`config.mk`:
```
export PLATFORM = sky130hd
export DESIGN_NAME = ascon_input_sequencer
export DESIGN_NICKNAME = d
export VERILOG_FILES = /design/src/rtl/ascon_input_sequencer.sv
export SDC_FILE = /design/constraint.sdc
export NUM_CORES = 1
export LEC_CHECK = 0
export CORE_ASPECT_RATIO = 0.8
export CORE_MARGIN = 2
export CORE_UTILIZATION = 37
export DETAILED_ROUTE_END_ITERATION = 8
export GPL_TIMING_DRIVEN = 0
export PLACE_DENSITY = 0.71
export SETUP_SLACK_MARGIN = 0.15
export SYNTH_ARGS = -nofsm -noshare
export SYNTH_HDL_FRONTEND = slang
export SYNTH_SLANG_ARGS = --single-unit
```
`constraint.sdc`:
```
create_clock -name clk_i -period 3.84 [get_ports clk_i]
set_input_delay 0.768 -clock clk_i [delete_from_list [all_inputs] [get_ports clk_i]]
set_output_delay 0.768 -clock clk_i [all_outputs]
set_load 0.02 [all_outputs]
```
`src/rtl/ascon_input_sequencer.sv`:
```
// ASCON-AEAD128 absorb sequencer: gates source words into the core and
// steers the pad unit through AD then DI blocks, incl. pad-only finals.
// Ports: clk_i/rst_ni, clear_i, start_i, ad_len_i/di_len_i (bytes),
//   src_valid_i/src_ready_o, core_valid_o/core_ready_i,
//   pad_en_o, sel_ad_o, ad_pad_idx_o, di_pad_idx_o, last_o, busy_o, done_o.
module ascon_input_sequencer #(
  parameter int LEN_W = 32
) (
  input  logic             clk_i,
  input  logic             rst_ni,
  input  logic             clear_i,
  input  logic             start_i,
  input  logic [LEN_W-1:0] ad_len_i,
  input  logic [LEN_W-1:0] di_len_i,
  input  logic             src_valid_i,
  output logic             src_ready_o,
  output logic             core_valid_o,
  input  logic             core_ready_i,
  output logic             pad_en_o,
  output logic             sel_ad_o,
  output logic [3:0]       ad_pad_idx_o,
  output logic [3:0]       di_pad_idx_o,
  output logic             last_o,
  output logic             busy_o,
  output logic             done_o
);

  localparam int BLOCK_WIDTH = 128;
  localparam int PAD_AW      = 4;
  localparam logic [LEN_W-1:0] BLK_BYTES =
    LEN_W'(BLOCK_WIDTH / 8);

  typedef enum logic [1:0] {
    IDLE,
    AD,
    DI
  } state_t;

  state_t             state_q;
  logic [LEN_W-1:0]   rem_q;
  logic [LEN_W-1:0]   di_len_q;
  logic               done_q;

  logic               active;
  logic               full;
  logic               last;
  logic               pad_only;
  logic [PAD_AW-1:0]  idx;
  logic               xfer;

  assign active   = (state_q != IDLE);
  assign full     = (rem_q >= BLK_BYTES);
  assign last     = active & ~full;
  // Exact multiple of the block size: padding block with no data word.
  assign pad_only = last & (rem_q == '0);
  assign idx      = last ? rem_q[PAD_AW-1:0] : '0;

  assign core_valid_o = active & (pad_only | src_valid_i);
  assign src_ready_o  = active & core_ready_i & ~pad_only;
  assign xfer         = core_valid_o & core_ready_i;

  assign pad_en_o     = last;
  assign last_o       = last;
  assign sel_ad_o     = (state_q == AD);
  assign ad_pad_idx_o = (state_q == AD) ? idx : '0;
  assign di_pad_idx_o = (state_q == DI) ? idx : '0;
  assign busy_o       = active;
  assign done_o       = done_q;

  always_ff @(posedge clk_i or negedge rst_ni) begin
    if (!rst_ni) begin
      state_q  <= IDLE;
      rem_q    <= '0;
      di_len_q <= '0;
      done_q   <= 1'b0;
    end else begin
      done_q <= 1'b0;
      if (clear_i) begin
        state_q <= IDLE;
        rem_q   <= '0;
      end else begin
        unique case (state_q)
          IDLE: begin
            if (start_i) begin
              di_len_q <= di_len_i;
              if (ad_len_i != '0) begin
                state_q <= AD;
                rem_q   <= ad_len_i;
              end else begin
                state_q <= DI;
                rem_q   <= di_len_i;
              end
            end
          end
          AD: begin
            if (xfer) begin
              if (full) begin
                rem_q <= rem_q - BLK_BYTES;
              end else begin
                state_q <= DI;
                rem_q   <= di_len_q;
              end
            end
          end
          DI: begin
            if (xfer) begin
              if (full) begin
                rem_q <= rem_q - BLK_BYTES;
              end else begin
                state_q <= IDLE;
                done_q  <= 1'b1;
              end
            end
          end
          default: state_q <= IDLE;
        endcase
      end
    end
  end

endmodule

```
======== After elaboration in Yosys (flattened, before gate mapping) ========
Index checks and enable logic that the tools add are counted.
Widths: inputs -> output; s select.
word-level totals
  word-level logic and storage cells ...... 55
  register bits after elaboration ......... 67
cells by class
  reductions and logical operators ........ 8
  eq/ne operators ......................... 8
  bitwise operators ....................... 10
  add/sub/neg operators ................... 1
  mux-type cells .......................... 23
  $lt $le $gt $ge ......................... 1
operators with widths
  cell                   number
  $mux 32                7
  $pmux 32 s3            1
  $ge 32x5->1 const B    1
  $logic_not 32->1       1
  $reduce_bool 32->1     1
  $sub 32x5->32 const B  1
  $ne 3x3->1 const B     5
  $mux 2                 7
  $mux 4                 3
  $reduce_and 5->1       2
  $and 1x1->1            6
  $pmux 2 s3             1
  $mux 1                 4
  $reduce_bool 4->1      1
  $ne 3x2->1 const B     1
  $not 1->1              3
  $reduce_and 3->1       1
  $eq 2x1->1 const B     1
  $eq 2x2->1 const B     1
  $logic_not 2->1        1
  $reduce_bool 2->1      1
  $or 1x1->1             1

======== Longest topological paths before layout ========
  depth after elaboration ................. 10
  mapped depth ............................ 11
  gate-level depth less buffers ........... 8

======== Worst setup path before layout ========
Ideal clock, no wire load.
  path type ............................... register to output
  start ................................... register rem_q[4]
  end ..................................... output port ad_pad_idx_o[0]
  path buffers ............................ 1
  required time ........................... 3.072 ns
  path slack .............................. 0.610 ns
  data arrival time ....................... 2.462 ns
  stages on the path, launching flop included .. 9
  path through ............................ dfrtp_1 inv_1 ha_1 nor4b_2 and4_1 clkbuf_1 nand3_1 nor2_1 and3_1
on the way
  word-level cells in the longest chain between the ends .. 5
RTL lines
  item                    line  RTL
  from (decl)             40    logic [LEN_W-1:0] rem_q;
  from (signal assigned)  88    rem_q <= ad_len_i;
  from (signal assigned)  91    rem_q <= di_len_i;
  from (signal assigned)  98    rem_q <= rem_q - BLK_BYTES;
  $ge 32x5->1             52    assign full = (rem_q >= BLK_BYTES);
  $not 1->1               53    assign last = active & ~full;
  $and 1x1->1             53
  named net last_o        23    output logic last_o,
  $mux 4                  56    assign idx = last ? rem_q[PAD_AW-1:0] : '0;
  $mux 4                  65    assign ad_pad_idx_o = (state_q == AD) ? idx : '0;
  to (decl)               21    output logic [3:0] ad_pad_idx_o,
The timed path passes the listed nets, and every way through them passes these cells.

======== Worst setup path in the final report ========
  start ................................... register rem_q[4]
  end ..................................... output port di_pad_idx_o[1]
on the way
  word-level cells in the longest chain between the ends .. 5
RTL lines
  item         line  RTL
  $ge 32x5->1  52
  $not 1->1    53
  $and 1x1->1  53
  $mux 4       56
  $mux 4       66    assign di_pad_idx_o = (state_q == DI) ? idx : '0;
  to (decl)    22    output logic [3:0] di_pad_idx_o,
Every way passes these cells.

==> metrics <==
status complete, no violations; syn nets slightly below 600; Die Ht 102 µm; die area approximately 13000 µm²; CP Launch Type flop; Worst slew margin 0.390; highest fanout seen on the critical path 6; Routed Antenna Nets 0; mean post-synth cell area between 8 and 9 µm²; switching power total between 2 and 3 mW; drc violations 0; first-pass GRT wire length 27.8 mm; DRT Pass-1 Iters 6; Worst Tran Pin Value ~0.91 ns; Cells after DPL about 750; Combinational Power Share 0.604; RSZ-0062 raised after global routing true; Setup-failing EPs final 0; Switching Fraction 0.500; Area growth, synth to finish 32.6%; HPWL Detailed 13.4 mm; Fmax about 0.27 GHz; Async SR Flop Fraction 1.00; flip-flop and latch count after synthesis 67; final-stage net count 689; top-area cell type share of the netlist area 0.376; GR Overflow Total 0; initial antenna violation count 0; vias in the first global route between 4000 and 5000; hold crit path type reg -> reg; placement row count 35; Initial Util 0.383; Tot Pwr 5.47 mW; IO Port Bufs 84; Initial DRC Count ~510; largest family of logic cells by synthesized area compound AO/OA/AOI/OAI gates; Die X 127 µm; post-synthesis simple-gate area fraction 0.208; Fin. Hold Viols 0; Syn. warnings 0; cts hold-fix bufs 0; Num CTS Buffers 9; ys flop type dfrtp_1; DR WL/cell roughly 24 µm; Via density roughly 6.6; multiplexer share of the synthesized area 0.0670; max-cap violation count 0; H-tree levels 3; most frequent cells in the layout clkdlybuf4s50_1 (72), dfrtp_1 (67), nand2_1 (47); Cell variety after synth 62; post-synthesis sequential area ratio 0.376; Post-Route Skew 0.00805 ns; GRT Resource Usage Total 0.287; Root Buffer clkbuf_16; share of cells above drive strength 1 0.112; dominant cell type by area after synthesis dfrtp_1; Power Density approximately 900 nW/µm²; fin crit share 0.961; clock slew at reported path FFs 0.06 ns; critical path arrival roughly 2.9 ns; Post-synth EDFFs 0; Ports 85; Clock Power Share 0.157; Worst Path Class, Setup reg -> out; Core ar. 11600 µm²; ANT cells 0; CTS tree yes; Sequential Power Share 0.238; Max VDD drop around 0.35 mV; P_int 2.73 mW; Slew Viols, Final 0; Detailed Route WL between 15 and 20 mm; Synth area leaders dfrtp_1 (38%), mux2_2 (4.5%), nand2_1 (4.0%); fraction of synthesized cell area in xor and xnor cells 0.00392; clock period minus worst slack approximately 3.7 ns; Synth Area in Compound Gates 0.274; adder-cell area share of the yosys netlist 0.0140; WHS ~0.48 ns; largest net degree at the start of global routing 68; Worst-Skew Late Latency 0.34 ns; clk sinks 67; routed via count 5014; Critical Path Sink Type output port; GP Congestion between 0.9 and 1; leakage approximately 2.5 nW; synthesized cell area approximately 4500 µm²; Longest Clk Path Bufs 2; Worst Path Required slightly above 3 ns; final non-filler cell total 765; most common cell after layout, fill and taps aside clkdlybuf4s50_1; Gate Count Post-Synth 513
## layout make-up
class	instances	area (µm²)
Buffer	35	158
Multi-Input combinational cell	381	2610
Fill cell	1110	5730
Clock buffer	12	267
Inverter	30	113
Sequential cell	67	1680
Timing Repair Buffer	90	880
Clock inverter	2	35.0
Tap cell	148	185
## synth_stat cells, types with 10 or more instances
library cell and number:
o22ai_1 17, inv_1 29, o31ai_1 10, clkbuf_1 29
mux2_2 18, and3_1 10, nor3_1 26, nor4_1 19
a21oi_1 27, nand3_1 13, nand2_1 47, dfrtp_1 67
nor2_1 27, o21ai_0 28, o211ai_1 11, a22o_1 15
## final timing paths
path                                     startpoint  slack, ns  cells past startpoint                        to
min                        di_len_q[22]$_DFFE_PN0P_       0.48                      2  di_len_q[22]$_DFFE_PN0P_
max in group asynchronous                    rst_ni       2.68                      1      rem_q[2]$_DFFE_PN0P_
min in group asynchronous                    rst_ni       0.56                      1  di_len_q[21]$_DFFE_PN0P_
max reg2reg                    rem_q[4]$_DFFE_PN0P_       0.21                     11      rem_q[6]$_DFFE_PN0P_
min reg2reg                di_len_q[22]$_DFFE_PN0P_       0.48                      2  di_len_q[22]$_DFFE_PN0P_
max                            rem_q[4]$_DFFE_PN0P_       0.15                      9           di_pad_idx_o[1]
## through the flow
stage	util	TNS [ns]	setup WS, ns	area, µm²
6_report	0.508	0	0.149	5920
5_1_grt	0.508	0	0.0385	5920
4_1_cts	0.504	0	0.0278	5870
3_5_place_dp	0.471	-9.16	-0.573	5490
3_3_place_gp	0.471	-36.73	-0.629	5490
2_1_floorplan	-	0	0.610	4460
## kinds of logic (layout without fill, tap and decap cells)
family | count (synthesis) | after routing
AO/OA/AOI/OAI | 169 | 169
XOR/XNOR | 2 | 2
adder cells (fa/ha/maj) | 5 | 5
buffers and inverters | 65 | 169
flip-flops | 67 | 67
multiplexers | 27 | 27
AND/OR/NAND/NOR | 178 | 178
## critical path, stage by stage, from the launching register on
cell,delay [ns]
dfrtp_1,0.43
inv_1,0.14
ha_4,0.19
nor4b_4,0.31
and4_1,0.23
buf_2,0.21
nand3_4,0.12
nor2_4,0.18
and3_1,0.18
clkdlybuf4s50_1,0.60
## flip-flops by register name, summed over array words and instances (netlist names)
signal	cells
rem_q	32
done_o	1
di_len_q	32
state_q	2
## power groups by stage
stage,sequential (mW),combinational (mW),clock [mW]
CTS,1.29,3.13,0.868
finish,1.30,3.30,0.860
floorplan,1.20,2.06,0
global route,1.34,3.51,0.902
detailed placement,1.29,3.02,0
global placement,1.28,3.02,0
## metal layers
layer  global-route usage  up-vias  wire length, µm  part of all wire
met3               0.0702       35             1670             0.091
met2                0.431      290             7950              0.43
li1                     -     2180                -                 -
met4               0.0981        0              426             0.023
met5                    0        -                0                 0
met1                0.408     2509             8400              0.46
## repair_timing
item,in CTS,in global routing
setup buffers,5,0
pin swaps,2,1
setup endpoints to repair,25,26
gates resized for setup,20,18
No activity file was read; power rests on OpenSTA's default activity.
